===== config.mk =====
export PLATFORM = sky130hd
export DESIGN_NAME = alu_8bit
export DESIGN_NICKNAME = d
export VERILOG_FILES = /design/src/rtl/alu_8bit.sv
export SDC_FILE = /design/constraint.sdc
export NUM_CORES = 1
export LEC_CHECK = 0
export CAP_MARGIN = 20
export CORE_UTILIZATION = 35
export DETAILED_ROUTE_END_ITERATION = 10
export PLACE_DENSITY = 0.58
export SLEW_MARGIN = 40
export SYNTH_ARGS = -nofsm -noshare
export SYNTH_HDL_FRONTEND = slang
export SYNTH_SLANG_ARGS = --single-unit

===== constraint.sdc =====
create_clock -name clk -period 9 [get_ports clk]
set_input_delay 2.7 -clock clk [delete_from_list [all_inputs] [get_ports clk]]
set_output_delay 2.7 -clock clk [all_outputs]
set_load 0.05 [all_outputs]

===== src/rtl/alu_8bit.sv =====
// Registered 8-bit ALU: 4-bit opcode, result plus zero/negative/carry/overflow flags, one-cycle latency.
// Define ALU_ROTATE_EN to enable ROL (1101) and ROR (1110); otherwise 1101-1111 yield zero.
module alu_8bit (
    input  logic       clk,
    input  logic       rst,
    input  logic [7:0] a,
    input  logic [7:0] b,
    input  logic [3:0] select_line,
    output logic [7:0] result,
    output logic       zero_flag,
    output logic       negative_flag,
    output logic       carry_flag,
    output logic       overflow_flag
);

    localparam logic [3:0] OP_ADD  = 4'b0000;
    localparam logic [3:0] OP_SUB  = 4'b0001;
    localparam logic [3:0] OP_AND  = 4'b0010;
    localparam logic [3:0] OP_OR   = 4'b0011;
    localparam logic [3:0] OP_XOR  = 4'b0100;
    localparam logic [3:0] OP_NAND = 4'b0101;
    localparam logic [3:0] OP_NOR  = 4'b0110;
    localparam logic [3:0] OP_XNOR = 4'b0111;
    localparam logic [3:0] OP_NOT  = 4'b1000;
    localparam logic [3:0] OP_INC  = 4'b1001;
    localparam logic [3:0] OP_DEC  = 4'b1010;
    localparam logic [3:0] OP_SHL  = 4'b1011;
    localparam logic [3:0] OP_SHR  = 4'b1100;
`ifdef ALU_ROTATE_EN
    localparam logic [3:0] OP_ROL  = 4'b1101;
    localparam logic [3:0] OP_ROR  = 4'b1110;
`endif

    logic [8:0] sum;
    logic [8:0] diff;
    logic [7:0] next_result;
    logic       next_carry;
    logic       next_overflow;

    // Bit 8 of the widened difference is the unsigned borrow.
    assign sum  = {1'b0, a} + {1'b0, b};
    assign diff = {1'b0, a} - {1'b0, b};

    always_comb begin
        next_result   = 8'h00;
        next_carry    = 1'b0;
        next_overflow = 1'b0;
        case (select_line)
            OP_ADD: begin
                next_result   = sum[7:0];
                next_carry    = sum[8];
                next_overflow = (a[7] == b[7]) && (sum[7] != a[7]);
            end
            OP_SUB: begin
                next_result   = diff[7:0];
                next_carry    = diff[8];
                next_overflow = (a[7] != b[7]) && (diff[7] != a[7]);
            end
            OP_AND:  next_result = a & b;
            OP_OR:   next_result = a | b;
            OP_XOR:  next_result = a ^ b;
            OP_NAND: next_result = ~(a & b);
            OP_NOR:  next_result = ~(a | b);
            OP_XNOR: next_result = ~(a ^ b);
            OP_NOT:  next_result = ~a;
            OP_INC: begin
                next_result   = a + 8'h01;
                next_carry    = (a == 8'hFF);
                next_overflow = (a == 8'h7F);
            end
            OP_DEC: begin
                next_result   = a - 8'h01;
                next_carry    = (a == 8'h00);
                next_overflow = (a == 8'h80);
            end
            OP_SHL: begin
                next_result = {a[6:0], 1'b0};
                next_carry  = a[7];
            end
            OP_SHR: begin
                next_result = {1'b0, a[7:1]};
                next_carry  = a[0];
            end
`ifdef ALU_ROTATE_EN
            OP_ROL: begin
                next_result = {a[6:0], a[7]};
                next_carry  = a[7];
            end
            OP_ROR: begin
                next_result = {a[0], a[7:1]};
                next_carry  = a[0];
            end
`endif
            default: ;
        endcase
    end

    // Reset clears every output, including zero_flag.
    always_ff @(posedge clk) begin
        if (rst) begin
            result        <= 8'h00;
            zero_flag     <= 1'b0;
            negative_flag <= 1'b0;
            carry_flag    <= 1'b0;
            overflow_flag <= 1'b0;
        end else begin
            result        <= next_result;
            zero_flag     <= (next_result == 8'h00);
            negative_flag <= next_result[7];
            carry_flag    <= next_carry;
            overflow_flag <= next_overflow;
        end
    end

endmodule


* Yosys cells after proc, flatten, opt, wreduce, memory -nomap -nowiden
Index checks and enable logic that the tools add are counted.
Cells by class: add/sub/neg operators 4, eq/ne operators 19, multiplexer cells 3, bitwise gates (word level) 7, reductions and logical operators 5
Operators by type and width (number):
- $pmux 8 s13 | 1
- $not 8->8 | 4
- $eq 4x4->1 const B | 5
- $eq 4x3->1 const B | 4
- $eq 8x8->1 const B | 2
- $logic_not 8->1 | 2
- $add 8x8->9 | 1
- $sub 8x8->9 | 1
- $add 8x1->8 const B | 1
- $and 8x8->8 | 1
- $eq 4x2->1 const B | 2
- $eq 8x7->1 const B | 1
- $or 8x8->8 | 1
- $sub 8x1->8 const B | 1
- $xor 8x8->8 | 1
- $pmux 1 s6 | 1
- $eq 4x1->1 const B | 1
- $logic_not 4->1 | 1
- $pmux 1 s4 | 1
- $ne 1x1->1 | 3
- $logic_and 1x1->1 | 2
- $eq 1x1->1 | 1
Word-level totals: register bits after elaboration 12, logic and storage cells 43

* Depth between registers and ports, before layout
depth after elaboration 4, depth in mapped cells 12

* Worst setup path before layout
No wires, ideal clock.
path kind input to register, start input a[1], end register zero_flag, library setup time 0.088 ns, data arrival time 5.316 ns, data required time 8.912 ns, path slack 3.597 ns, cell stages on the path 10, path buffers 1, path through clkbuf_1 > inv_1 > ha_1 > o21ba_2 > or4_4 > and3b_1 > a221o_1 > a221o_1 > or3_1 > nor4_2
Between the ends: cells in the longest elaborated chain, start to end 4, elaborated cells between the ends (all ways) 13
RTL lines:
- from (decl) | line 6 | input logic [7:0] a,
- parallel branches: the longest is 2 deep, another holds $sub 8x1->8
- $pmux 8 s13 (*) | line 48 | case (select_line)
- $logic_not 8->1 (*) | line 108 | zero_flag <= (next_result == 8'h00);
- to (signal assigned) | line 108
- to (decl) | line 10 | output logic zero_flag,
Every way passes the cells marked *. A chain may end at the register's enable or synchronous reset.

* Worst setup path in the final report
Ends and elaborated chain as after synthesis.

==> flow_summary.json <==
{
  "path_clk_slew_ns": 0.05,
  "h-tree-depth": 1,
  "stdcell_area_um2": 2730,
  "violations": "DRC",
  "rsz0062_at_grt": "no",
  "worst_pin_slew_ns": 0.674,
  "slew_headroom": 0.545,
  "ys_ff_latch": 11,
  "crit_family": "buffers and inverters",
  "place_hpwl_mm": 5.21,
  "status": "complete, but fails checks",
  "drc": 2,
  "cp_data_required_time_ns": 9.15,
  "dr.first_iter.drc_count": 234,
  "fin_nets": 388,
  "grt_pass1_wl_mm": 11.8,
  "dr.pass1.iters": 7,
  "critPathCaptureType": "flop",
  "fp.dieW_um": 84.1,
  "seq_area_frac_synth": 0.0934,
  "use_met1": 0.282,
  "fin_setup_tns_ns": 0,
  "synthToLayoutAreaGrowth_pct": 15.7,
  "postSynthAreaPerCell_um2": 7.19,
  "p_leak_nw": 1.06,
  "grt.busiest_layer": "met2",
  "synth_edf_count": 0,
  "post_cts_resized": 0,
  "use_met2": 0.343,
  "diodes": 0,
  "routed_via_density": 6.05,
  "start_util": 0.367,
  "hp-class": "in -> reg",
  "place_congestion": 0.899,
  "setup_violations": 0,
  "gr-total-overflow": 0,
  "synth.distinct_cells": 64,
  "report.final.slew_viol_count": 0,
  "arrival_ns": 6.17,
  "finalCritPeriodShare": 0.669,
  "cts_tree": "yes",
  "port_buffers": 33,
  "cp_max_fo": 15,
  "drive_gt1_frac": 0.0592,
  "synth_nets": 377,
  "p_total_mw": 0.249,
  "cts_root_buf": "clkbuf_8",
  "core_area_um2": 6420,
  "cts_setup_buffers": 0,
  "ios": 34,
  "routed_wl_mm": 7.05,
  "cellPowerDensity_nw_per_um2": 91.2,
  "hold_viol_final": 0,
  "vdd_ir_drop_max_uv": 36.7,
  "period_minus_slack_ns": 6.02,
  "met3_usage": 0.0119,
  "yosys_warnings": 0,
  "row_count": 29,
  "die_area_um2": 7070,
  "async_flop_share": 0,
  "placedInstanceArea_um2": 2680,
  "syn-cell-area_um2": 2360,
  "max_stage_delay_ns": 0.88,
  "fmax_ghz": 0.166,
  "grt_pass1_vias": 2375,
  "hold_depth": 2,
  "wire_per_inst_um": 17.0,
  "numCtsBuffers": 3,
  "crit_type": "in -> reg",
  "antenna_found_initial": 0,
  "cts_num_sinks": 11,
  "holdPathEnd": "result[0]",
  "postCtsHoldBufs": 0,
  "cts_buffer_depth": 2,
  "die_h_um": 84.1,
  "grt_use_total": 0.205,
  "maxCapViolCount": 0,
  "synthFlopType": "dfxtp_1",
  "min_from": "rst",
  "final_antenna_net_count": 0,
  "dr_total_vias": 2509,
  "slowest_stage": "clkdlybuf4s50_1",
  "grt_start_max_net_pins": 46,
  "cpMostUsedCell": "a221o_1",
  "syn_inst": 328,
  "worstPathCellList": "clkdlybuf4s50_1, inv_1, ha_1, o21ba_2, or4_4, and3b_1, a221o_1, a221o_1, or3_1, nor4_2",
  "timing.critical_path.buf_inv": 2,
  "critPathLaunchType": "input port"
}
[cell type report]
cell class	count	area [um^2]
multi-input cells	263	1920
fillers	679	3690
clock buffers	4	45.0
repair buffers	37	360
inverters	23	86.3
well taps	77	96.3
flip-flops and latches	11	220
[layout by cell type (no fill, tap or decap), types with 13 or more instances in the layout]
master	count
nor3_1	14
nand2_1	18
a21oi_1	16
nand3_1	14
nor2_1	24
inv_1	22
clkdlybuf4s50_1	33
xnor2_1	13
ha_1	25
[power breakdown]
part | leakage [nW] | internal [mW] | total (mW) | switching [mW]
registers | 0.0907 | 0.0526 | 0.0535 | 0.000905
clock network | 0.0228 | 0.0309 | 0.0474 | 0.0164
logic | 0.944 | 0.0589 | 0.148 | 0.0889
[how the worst max path moves through the flow]
stage | from | depth (start not counted) | slack [ns] | end
floorplan | a[1] | 10 | 3.60 | zero_flag
finish | a[1] | 10 | 2.98 | zero_flag
global placement | a[1] | 10 | 2.86 | zero_flag
detailed placement | a[1] | 10 | 2.78 | zero_flag
global route | a[1] | 10 | 2.84 | zero_flag
CTS | a[1] | 10 | 3.02 | zero_flag
[Yosys cell counts (4+ instances only)]
library cell  count  area, um^2
clkbuf_1         16        60.1
mux2i_1           7        70.1
buf_1             4        15.0
o221ai_1          5        43.8
nor4_1            7        43.8
nor2b_1          11        68.8
mux2_2            4        45.0
ha_1             25         313
a221o_1           4        40.0
nor3_1           14        70.1
a211oi_1          5        37.5
nor2_1           24        90.1
nand3_1          14        70.1
nand4_1           4        25.0
buf_2             9        45.0
o21ai_0          10        50.1
a21oi_1          16        80.1
a32oi_1           4        35.0
inv_1            22        82.6
nand2_1          18        67.6
xnor2_1          13         114
a211o_1           4        35.0
dfxtp_1          11         220
a31oi_1           9        56.3
a21o_1            4        30.0
nand2b_1          5        31.3
[logic make-up after synthesis]
kind of cell,Yosys count,share of synthesized area
XOR/XNOR,16,0.0594
flip-flops,11,0.0934
multiplexers,11,0.0488
buffers and inverters,54,0.0955
adder cells (fa/ha/maj),27,0.150
AND/OR/NAND/NOR,115,0.261
AO/OA/AOI/OAI,94,0.292
[through the flow]
step / utilization / instances / setup slack, ns / hold WS (ns)
5_1_grt: 0.425 / 415 / 2.84 / 3.32
4_1_cts: 0.425 / 415 / 3.02 / 3.25
6_report: 0.425 / 415 / 2.98 / 3.25
3_3_place_gp: 0.417 / 411 / 2.86 / 3.51
3_5_place_dp: 0.418 / 411 / 2.78 / 3.49
2_1_floorplan: - / 328 / 3.60 / 2.77
[metal layers]
layer | vias to the layer above | part of all wire
met1 | 1170 | 0.47
met2 | 92 | 0.46
met3 | 13 | 0.050
met4 | 0 | 0.021
li1 | 1234 | -
met5 | - | 0
[sequential cells by signal (all words and copies together) (netlist names)]
| signal | cells |
|---|---|
| carry_flag | 1 |
| result | 8 |
| zero_flag | 1 |
| overflow_flag | 1 |
Power figures use the tool's default switching activity.
